File: config.mk
export PLATFORM = sky130hd
export DESIGN_NAME = dog_activity_ctrl
export DESIGN_NICKNAME = d
export VERILOG_FILES = /design/src/rtl/dog_pkg.sv /design/src/rtl/dog_activity_ctrl_button_debounce.sv /design/src/rtl/dog_activity_ctrl.sv
export SDC_FILE = /design/constraint.sdc
export NUM_CORES = 1
export LEC_CHECK = 0
export ABC_AREA = 1
export BUFFER_PORTS_ARGS = -buffer_cell sky130_fd_sc_hd__buf_2
export CAP_MARGIN = 20
export CORE_ASPECT_RATIO = 1.25
export CORE_UTILIZATION = 55
export DETAILED_ROUTE_END_ITERATION = 10
export MAX_ROUTING_LAYER = met4
export PLACE_DENSITY = 0.84
export RECOVER_POWER = 25
export SKIP_CTS_REPAIR_TIMING = 1
export SYNTH_ARGS = -nofsm -noshare
export SYNTH_HDL_FRONTEND = slang
export SYNTH_SLANG_ARGS = --single-unit
File: constraint.sdc
create_clock -name clk -period 3.54 [get_ports clk]
set_input_delay 1.062 -clock clk [delete_from_list [all_inputs] [get_ports clk]]
set_output_delay 1.062 -clock clk [all_outputs]
set_load 0.02 [all_outputs]
File: src/rtl/dog_pkg.sv
// Shared activity/speed encodings and the activity sequencing helpers for dog_activity_ctrl.
package dog_pkg;

  typedef enum logic [2:0] {
    STOP = 3'b000,
    WALK = 3'b001,
    RUN  = 3'b010,
    SIT  = 3'b011,
    BARK = 3'b100
  } act_e;

  localparam logic [1:0] SPD_0 = 2'b00;
  localparam logic [1:0] SPD_1 = 2'b01;
  localparam logic [1:0] SPD_2 = 2'b10;
  localparam logic [1:0] SPD_3 = 2'b11;

  function automatic act_e next_act(input act_e a);
    case (a)
      STOP:    next_act = WALK;
      WALK:    next_act = RUN;
      RUN:     next_act = SIT;
      SIT:     next_act = BARK;
      default: next_act = STOP;
    endcase
  endfunction

  function automatic logic [1:0] entry_spd(input act_e a);
    case (a)
      WALK:    entry_spd = SPD_1;
      RUN:     entry_spd = SPD_2;
      default: entry_spd = SPD_0;
    endcase
  endfunction

endpackage

File: src/rtl/dog_activity_ctrl_button_debounce.sv
// Button conditioning: 2-flop synchronizer, optional debounce (DOG_DEBOUNCE_EN), armed rising-edge pulse.
module button_debounce #(
  parameter int unsigned DEB_CYCLES = 50000
) (
  input  logic clk,
  input  logic reset_n,
  input  logic btn_raw,
  output logic press
);

  logic [1:0] sync_q, sync_d;
  logic [1:0] vld_q, vld_d;
  logic       prev_q, prev_d;
  logic       armed_q, armed_d;
  logic       level;

`ifdef DOG_DEBOUNCE_EN
  localparam int unsigned CW = (DEB_CYCLES > 1) ? $clog2(DEB_CYCLES) : 1;

  logic [CW-1:0] cnt_q, cnt_d;
  logic          stable_q, stable_d;

  always_comb begin
    cnt_d    = '0;
    stable_d = stable_q;
    if (sync_q[1] != stable_q) begin
      if (cnt_q == CW'(DEB_CYCLES - 1)) begin
        stable_d = sync_q[1];
      end else begin
        cnt_d = cnt_q + CW'(1);
      end
    end
  end

  always_ff @(posedge clk or negedge reset_n) begin
    if (!reset_n) begin
      cnt_q    <= '0;
      stable_q <= 1'b0;
    end else begin
      cnt_q    <= cnt_d;
      stable_q <= stable_d;
    end
  end

  assign level = stable_q;
`else
  localparam int unsigned deb_cycles_unused = DEB_CYCLES;

  assign level = sync_q[1];
`endif

  // vld marks when sync_q[1] holds a genuine post-reset sample; the pulse is only
  // armed once the button has really been seen low, so a held button stays silent.
  always_comb begin
    sync_d  = {sync_q[0], btn_raw};
    vld_d   = {vld_q[0], 1'b1};
    prev_d  = level;
    armed_d = armed_q | (vld_q[1] & ~sync_q[1]);
  end

  always_ff @(posedge clk or negedge reset_n) begin
    if (!reset_n) begin
      sync_q  <= '0;
      vld_q   <= '0;
      prev_q  <= 1'b0;
      armed_q <= 1'b0;
    end else begin
      sync_q  <= sync_d;
      vld_q   <= vld_d;
      prev_q  <= prev_d;
      armed_q <= armed_d;
    end
  end

  assign press = level & ~prev_q & armed_q;

endmodule

File: src/rtl/dog_activity_ctrl.sv
// Dog activity controller: power toggle, activity/speed sequencing, timed BARK and display scan.
// Build option: DOG_DEBOUNCE_EN enables the button debounce filter.
module dog_activity_ctrl
  import dog_pkg::*;
#(
  parameter int unsigned DEB_CYCLES  = 50000,
  parameter int unsigned SCAN_DIV    = 25000,
  parameter int unsigned BARK_CYCLES = 50000000
) (
  input  logic clk,
  input  logic reset_n,
  input  logic btn_onoff,
  input  logic btn_next,
  input  logic btn_spd,
  output logic onoff,
  output logic A_act,
  output logic B_act,
  output logic C_act,
  output logic A_spd,
  output logic B_spd,
  output logic scan
);

  localparam int unsigned BW = (BARK_CYCLES > 1) ? $clog2(BARK_CYCLES) : 1;
  localparam int unsigned SW = (SCAN_DIV > 1) ? $clog2(SCAN_DIV) : 1;

  logic onoff_p, next_p, spd_p;

  button_debounce #(.DEB_CYCLES(DEB_CYCLES)) u_db_onoff (
    .clk     (clk),
    .reset_n (reset_n),
    .btn_raw (btn_onoff),
    .press   (onoff_p)
  );

  button_debounce #(.DEB_CYCLES(DEB_CYCLES)) u_db_next (
    .clk     (clk),
    .reset_n (reset_n),
    .btn_raw (btn_next),
    .press   (next_p)
  );

  button_debounce #(.DEB_CYCLES(DEB_CYCLES)) u_db_spd (
    .clk     (clk),
    .reset_n (reset_n),
    .btn_raw (btn_spd),
    .press   (spd_p)
  );

  act_e          act_q, act_d;
  logic [1:0]    spd_q, spd_d;
  logic          onoff_q, onoff_d;
  logic [BW-1:0] bark_cnt_q, bark_cnt_d;
  logic [SW-1:0] scan_cnt_q, scan_cnt_d;
  logic          scan_q, scan_d;

  always_ff @(posedge clk or negedge reset_n) begin
    if (!reset_n) begin
      act_q      <= STOP;
      spd_q      <= SPD_0;
      onoff_q    <= 1'b0;
      bark_cnt_q <= '0;
      scan_cnt_q <= '0;
      scan_q     <= 1'b0;
    end else begin
      act_q      <= act_d;
      spd_q      <= spd_d;
      onoff_q    <= onoff_d;
      bark_cnt_q <= bark_cnt_d;
      scan_cnt_q <= scan_cnt_d;
      scan_q     <= scan_d;
    end
  end

  // Priority onoff > next > speed falls out of the if/else chain; the BARK timer
  // only counts while staying in BARK, so every other path leaves it cleared.
  always_comb begin
    act_d      = act_q;
    spd_d      = spd_q;
    onoff_d    = onoff_q;
    bark_cnt_d = '0;
    if (onoff_p) begin
      onoff_d = ~onoff_q;
      act_d   = STOP;
      spd_d   = SPD_0;
    end else if (!onoff_q) begin
      act_d = STOP;
      spd_d = SPD_0;
    end else begin
      case (act_q)
        STOP, WALK, RUN, SIT: begin
          if (next_p) begin
            act_d = next_act(act_q);
            spd_d = entry_spd(next_act(act_q));
          end else if (spd_p && (act_q == WALK || act_q == RUN)) begin
            spd_d = (spd_q == SPD_3) ? SPD_1 : spd_q + 2'd1;
          end
        end
        BARK: begin
          if (next_p || bark_cnt_q == BW'(BARK_CYCLES - 1)) begin
            act_d = STOP;
            spd_d = SPD_0;
          end else begin
            bark_cnt_d = bark_cnt_q + BW'(1);
          end
        end
        default: begin
          act_d = STOP;
          spd_d = SPD_0;
        end
      endcase
    end
  end

  always_comb begin
    scan_cnt_d = scan_cnt_q + SW'(1);
    scan_d     = scan_q;
    if (scan_cnt_q == SW'(SCAN_DIV - 1)) begin
      scan_cnt_d = '0;
      scan_d     = ~scan_q;
    end
  end

  assign onoff                 = onoff_q;
  assign {A_act, B_act, C_act} = act_q;
  assign {A_spd, B_spd}        = spd_q;
  assign scan                  = scan_q;

endmodule

==> impl_summary.md, run 1 <==
Logic synthesis
When the netlist entered floorplanning its net count stood at 408. The total of flip-flops plus latches after synthesis is 62. After technology mapping, the gate count stands at 400. The count of warnings emitted by yosys is 0. The share of the Yosys chip area taken by registers is 0.497. The combined area of all synthesized cells is 3120 µm². The average size of a mapped cell is 7.80 µm². The post-synthesis cell type count is 28.

Timing
The number of pins with negative max-slew slack in the final report is 0. The actual slew at the worst max-slew pin is 0.906 ns. The summed negative setup slack over all endpoints is 0 ns.

Setup repair after global routing left no endpoint under its margin. Setup violations remaining at the end of the flow were counted as 0. The final count of hold timing violations is 0.

The time the final worst path needs with I/O delays and setup is 2.04 ns. The portion of the clock cycle consumed by the worst path in the final layout is 0.575. The worst clock skew is 0.0102 ns. Headroom to the max-slew limit came out at 0.390.

The achievable frequency is 491 MHz.

Clock tree
The number of CTS-inserted buffers is 9. Clock tree synthesis selected as its root buffer the cell sky130_fd_sc_hd__clkbuf_8. For the worst-skew pair, the clock arrives at the later sink with an insertion delay of 0.34 ns. TritonCTS built the clock tree. The H-tree was split into 3 levels. After clock tree synthesis, the clock-pin slew on the worst setup and hold paths is 0.07 ns. The number of clock sinks is 62. The longest clock path from root to sink contains 2 buffers.

Setup path
The cell count of the worst reg-to-reg path is 7. The endpoint identified for the worst register-to-register timing path is act_q[0]$_DFFE_PN0P_. The critical path startpoint category is a flip-flop. The critical path is of the reg -> out type. The cell type group with the largest total delay on the critical path is flip-flops. For this run, the slowest stage of the critical path takes 0.44 ns. The endpoint required time on the critical path is 2.48 ns. The reg2reg setup slack is 1.58 ns. The startpoint identified for the worst register-to-register timing path is u_db_onoff.sync_q[1]$_DFF_PN0_. The sum of buffers and inverters on the critical path is 1. The cell depth of the worst setup path is 1. For the worst setup path, the data arrival time is 0.97 ns.

The signal on the critical path passes through buf_2. The slowest stage cell on the critical path is sky130_fd_sc_hd__dfrtp_1. The maximum fanout along the worst path is 6. STA classifies the critical path endpoint as an output port.

Floorplanning
The initial utilization of the core area, before any placement, comes to 0.573. The count of standard-cell rows is 30. In this run the count of I/O pins placed on the die edge is 12. The die span in x is 69.4 µm. After floorplanning, the core was sized to cover 5440 µm².

In this run the vertical extent of the chip is 86.2 µm. The area of the die is 5980 µm².

Place
Once placement completed, the tool counted placed cells totaling 475. The detailed-placement wirelength estimate is 4.53 mm. In this run the tool buffered the top-level ports with 11 buffer cells.

The final weighted congestion in routability-driven placement is 0.941.

Final layout
The non-filler instance count after layout is 491. Of the cells placed in the final design, the portion with a size suffix greater than 1 is 0.0960. Leaving out fill and tap cells, the most frequent cell in the layout is sky130_fd_sc_hd__nand2_1.

The area added between synthesis and finish is 10.9%. The antenna diode instance count is 0. The number of nets in the layout is 430.

In the layout the commonest cells are sky130_fd_sc_hd__nand2_1, sky130_fd_sc_hd__nor2_1, sky130_fd_sc_hd__dfrtp_1.

Worst hold path
The startpoint identified for the worst hold timing path is u_db_onoff.sync_q[0]$_DFF_PN0_. For hold timing, the worst endpoint is u_db_onoff.sync_q[1]$_DFF_PN0_. The worst hold path was traced through 0 stages. The type of the tightest min-delay check is reg -> reg.

Outcome
The run finished with clean final reports.

Global route
The maximum number of pins on one net before global-route repair is 39. The total routing usage reported by global routing is 0.234. The number of antenna violations at the first check in global routing is 0.

The global-route congestion overflow total is 0. The via count of the first global-routing pass was 2462. The global-route wire length before repair is 10.5 mm.

Power
VDD sags by at most 396 µV. The power density over the cells is 445 nW/µm². The leakage power is 1.65 nW.

Drt
The overall routed net length is 6.06 mm. For this run, design rule violations remaining after detail routing come to 0. The number of violations reported at the end of detailed-routing iteration 0 is 106. The number of iterations in the first detailed-routing pass is 5. The via count is 2533.

In the routed layout, each cell is associated on average with a via count of 5.16. The remaining antenna violation count is 0. In the final routed layout, each cell accounts on average for 12.3 µm.

Job
The number of maximum-capacitance violations is 0.
==> kinds of logic (layout without fill, tap and decap cells) <==
family / after synthesis / in the layout / synth area share
adder cells (fa/ha/maj): 3 / 3 / 0.0120
other: 1 / 1 / 0.00120
AO/OA/AOI/OAI: 19 / 19 / 0.0361
flip-flops: 62 / 62 / 0.497
AND/OR/NAND/NOR: 242 / 242 / 0.340
XOR/XNOR: 14 / 14 / 0.0393
buffers and inverters: 59 / 86 / 0.0746
==> cell type report <==
type,count,area [µm²]
Clock buffer,10,128
Clock inverter,6,86.3
Fill cell,455,1980
Inverter,57,214
Multi-Input combinational cell,279,1330
Sequential cell,62,1550
Tap cell,64,80.1
Timing Repair Buffer,13,70.1
==> per-stage QoR <==
stage | utilization | setup WS [ns] | total power, mW | hold slack (ns) | cell area [µm²]
final | 0.636 | 1.50 | 1.54 | 0.353 | 3460
after global routing | 0.636 | 1.36 | 1.61 | 0.361 | 3460
after global placement | 0.597 | 1.64 | 0.886 | 0.334 | 3250
after floorplan | - | 2.00 | 0.841 | 0.331 | 3120
after CTS | 0.637 | 1.49 | 1.56 | 0.357 | 3470
after detailed placement | 0.597 | 1.60 | 0.891 | 0.341 | 3250
==> metal layers <==
layer	wire length [µm]	global-route usage	up-vias
li1	-	-	1287
met1	2690	0.265	1165
met2	2960	0.387	60
met3	209	0.0477	21
met4	204	0.132	0
met5	0	-	-
==> report_power, final <==
group          leakage (nW)  switching (mW)  total, mW  internal, mW
Combinational         0.742          0.0834      0.125        0.0419
Clock                 0.106           0.269      0.664         0.395
Sequential            0.806          0.0208      0.751         0.730
==> synth_stat cells, drive strengths merged <==
| cell | number | share of area |
|---|---|---|
| o21ai | 9 | 0.016 |
| inv | 57 | 0.069 |
| xnor2 | 8 | 0.022 |
| o21bai | 3 | 0.0072 |
| nand2 | 91 | 0.11 |
| nor3b | 2 | 0.0048 |
| o31ai | 1 | 0.0024 |
| a21oi | 5 | 0.0080 |
| nor3 | 18 | 0.030 |
| nand4 | 4 | 0.0080 |
| nor2 | 89 | 0.12 |
| o221ai | 1 | 0.0028 |
| or2 | 2 | 0.0040 |
| xor2 | 6 | 0.017 |
| buf | 2 | 0.0060 |
| dfrtp | 62 | 0.50 |
| ha | 3 | 0.012 |
| conb | 1 | 0.0012 |
| nand3 | 35 | 0.060 |
| and3 | 1 | 0.0020 |
==> flip-flops by register name, summed over array words and instances (netlist names), 2 cells and up <==
| name | count |
|---|---|
| act_q | 3 |
| u_db_next.sync_q | 2 |
| bark_cnt_q | 26 |
| spd_q | 2 |
| u_db_spd.sync_q | 2 |
| scan_cnt_q | 15 |
| u_db_onoff.sync_q | 2 |
==> worst max path at each step <==
stage | from | to | slack (ns)
2_1_floorplan | act_q[0]$_DFFE_PN0P_ | C_act | 2.00
3_3_place_gp | reset_n | bark_cnt_q[0]$_DFF_PN0_ | 1.64
3_5_place_dp | reset_n | bark_cnt_q[1]$_DFF_PN0_ | 1.60
4_1_cts | act_q[0]$_DFFE_PN0P_ | C_act | 1.49
5_1_grt | u_db_onoff.sync_q[1]$_DFF_PN0_ | spd_q[0]$_DFFE_PN0P_ | 1.36
6_report | act_q[0]$_DFFE_PN0P_ | C_act | 1.50
(Power assumes the default switching activity.)
==> run 2: changes to the inputs <==
==> constraint.sdc (replaced) <==
create_clock -name clk -period 2 [get_ports clk]
set_input_delay 0.6 -clock clk [delete_from_list [all_inputs] [get_ports clk]]
set_output_delay 0.6 -clock clk [all_outputs]
set_load 0.02 [all_outputs]
==> impl_summary.md, run 2 (synthesized netlist as in run 1, its figures left out) <==
Outcome
The run finished with clean final reports.

Drt
The remaining design rule violation count is 0 (unchanged). The number of violations reported at the end of detailed-routing iteration 0 is 109 (+2.8%). The post-detailed-route wirelength per cell is 12.3 µm (about the same).

The overall routed net length was 6.06 mm (about the same). The via count was 2574 (+1.6%). The remaining antenna violation count is 0 (unchanged). The number of iterations in the first detailed-routing pass is 4 (-1). The detailed-route vias per instance is 5.24 (+1.6%).

Place
The number of port buffers is 11 (unchanged). The cell area after placement is 3260 µm² (+0.38%). The final weighted congestion in routability-driven placement is 0.935 (-0.63%). The detailed-placement wirelength estimate was 4.46 mm (-1.6%). The worst slack after detailed placement is 0.253 ns (-1.35 ns).

Final layout
The library cells used most frequently in the layout, excluding fill and tap cells, are sky130_fd_sc_hd__nand2_1, sky130_fd_sc_hd__nor2_1, sky130_fd_sc_hd__dfrtp_1. Ranked by flip-flop count, first place goes to bark_cnt_q. The share of final-layout standard cells stronger than drive strength 1 is 0.0984 (+0.00234). The number of nets in the layout came to 430 (unchanged). The flip-flop count of the largest register after layout is 26 (unchanged). The final instance area is 3420 µm² (-1.1%). The area of the multi-input gates is 1340 µm² (+0.28%). Leaving out fill and tap cells, the most frequent cell in the layout is sky130_fd_sc_hd__nand2_1.

In the final layout, the registers with the most flip-flops are bark_cnt_q (26), scan_cnt_q (15), act_q (3). The area added between synthesis and finish is 9.74%. The number of filler cells placed in the layout is 464 (+2.0%).

The antenna diode instance count was 0 (unchanged). The sequential standard cell area was 1550 µm² (unchanged).

Global route
The global-route congestion overflow total was 0 (unchanged). The number of antenna violations at the first check in global routing was 0 (unchanged). The maximum number of pins on one net before global-route repair came to 47 (+21%). The via count of the first global-routing pass is 2489 (+1.1%). The total routing usage reported by global routing is 0.240 (+0.00653).

The global-route wire length before repair is 10.8 mm (+2.7%).

Worst hold path
The path class of the tightest hold or removal check is in -> async.

Setup path
The critical path in this run is classified as reg -> reg. The type of element capturing the critical path is a flip-flop. The maximum fanout along the worst path is 24 (+18). The endpoint required time on the critical path came to 2.24 ns (-0.24 ns). The critical path data arrival time came to 1.98 ns (+1.01 ns). The critical path startpoint category is a flip-flop.

Clock tree
The worst-case clock buffer depth came to 2 (unchanged). CTS placed an instance of sky130_fd_sc_hd__clkbuf_8 at the clock tree root. The number of clock sinks came to 62 (unchanged). The clock latency of the later-clocked register in the worst-skew pair is 0.35 ns (about the same). The deepest level of the CTS H-tree was 3 (unchanged). The number of CTS-inserted buffers was 9 (unchanged). The clock-pin slew reported for the worst setup and hold paths after clock tree synthesis is 0.08 ns (about the same). The clock tree from TritonCTS is built.

Floorplanning
The die boundary height came to 86.2 µm (unchanged). The core area is 5440 µm² (unchanged). The boundary pin count is 12 (unchanged). The count of standard-cell rows is 30 (unchanged). The area of the die is 5980 µm² (unchanged). The initial cell density of the core is 0.573 (unchanged). The die span in x is 69.4 µm (unchanged).

Power
The worst ir drop on vdd was 658 µV (+66%). The leakage power is 1.64 nW (-0.92%). The power density over the cells came to 733 nW/µm² (+65%).

Timing
Counting I/O delays and the setup requirement, the final critical path takes 1.74 ns. The number of pins with negative max-slew slack in the final report is 0 (unchanged). The actual slew at the worst max-slew pin was 0.838 ns (-0.0675 ns). The worst-case headroom to the max-slew limit is 0.441 (+0.0514). Dividing the final minimum period by the clock period gives 0.868. The worst setup margin is 0.265 ns (-1.24 ns). The tightest hold margin was 0.324 ns (-0.0290 ns). The final setup violation count was 0 (unchanged). Setup repair after global routing left no endpoint under its margin.

The worst clock skew is 0.0147 ns (+0.00450 ns). Derived from the worst setup path, the maximum achievable clock frequency is 576 MHz. The summed negative setup slack over all endpoints was 0 ns (unchanged). The final count of hold timing violations is 0 (unchanged).

Job
The number of maximum-capacitance violations is 0 (unchanged).
## run 2: final cells by class
type,instances,area share
Sequential cell,62,0.453
Multi-Input combinational cell,279,0.390
Inverter,57,0.0625
Clock buffer,9,0.0362
Tap cell,64,0.0234
Timing Repair Buffer,13,0.0201
Clock inverter,7,0.0146
## run 2: per-layer routing
metal,share of wire,track usage,up-vias
li1,-,-,1290
met1,0.42,0.257,1205
met2,0.51,0.409,66
met3,0.043,0.0709,13
met4,0.026,0.115,0
met5,0,-,-
## run 2: per-stage QoR
step / cells / power, mW / util
after global placement: 475 / 1.58 / 0.600
final: 491 / 2.51 / 0.629
after CTS: 491 / 2.54 / 0.632
after detailed placement: 475 / 1.58 / 0.600
after floorplan: 400 / 1.49 / -
after global routing: 491 / 2.63 / 0.629
## run 2: where the power goes
| group | internal [mW] | switching (mW) | total (mW) |
|---|---|---|---|
| Combinational | 0.0781 | 0.142 | 0.220 |
| Clock | 0.452 | 0.510 | 0.963 |
| Sequential | 1.29 | 0.0366 | 1.33 |
## run 2: worst paths after layout
check | from | endpoint | slack [ns] | depth (start not counted)
hold reg to reg | u_db_spd.sync_q[0]$_DFF_PN0_ | u_db_spd.sync_q[1]$_DFF_PN0_ | 0.35 | 0
max in group asynchronous | reset_n | bark_cnt_q[2]$_DFF_PN0_ | 0.50 | 2
hold / removal | reset_n | bark_cnt_q[14]$_DFF_PN0_ | 0.32 | 1
min in group clk | u_db_spd.sync_q[0]$_DFF_PN0_ | u_db_spd.sync_q[1]$_DFF_PN0_ | 0.35 | 0
setup / recovery | bark_cnt_q[0]$_DFF_PN0_ | spd_q[0]$_DFFE_PN0P_ | 0.26 | 8
setup reg to reg | bark_cnt_q[0]$_DFF_PN0_ | spd_q[0]$_DFFE_PN0P_ | 0.26 | 8
## run 2: critical path: stages (launching register included)
cell and delay (ns):
sky130_fd_sc_hd__dfrtp_1 0.39, sky130_fd_sc_hd__ha_1 0.19, sky130_fd_sc_hd__nand2_1 0.10, sky130_fd_sc_hd__nor3_2 0.29
sky130_fd_sc_hd__nand3_4 0.19, sky130_fd_sc_hd__nand2_4 0.25, sky130_fd_sc_hd__nand2_1 0.10, sky130_fd_sc_hd__nand2_1 0.07
sky130_fd_sc_hd__nand2_1 0.04
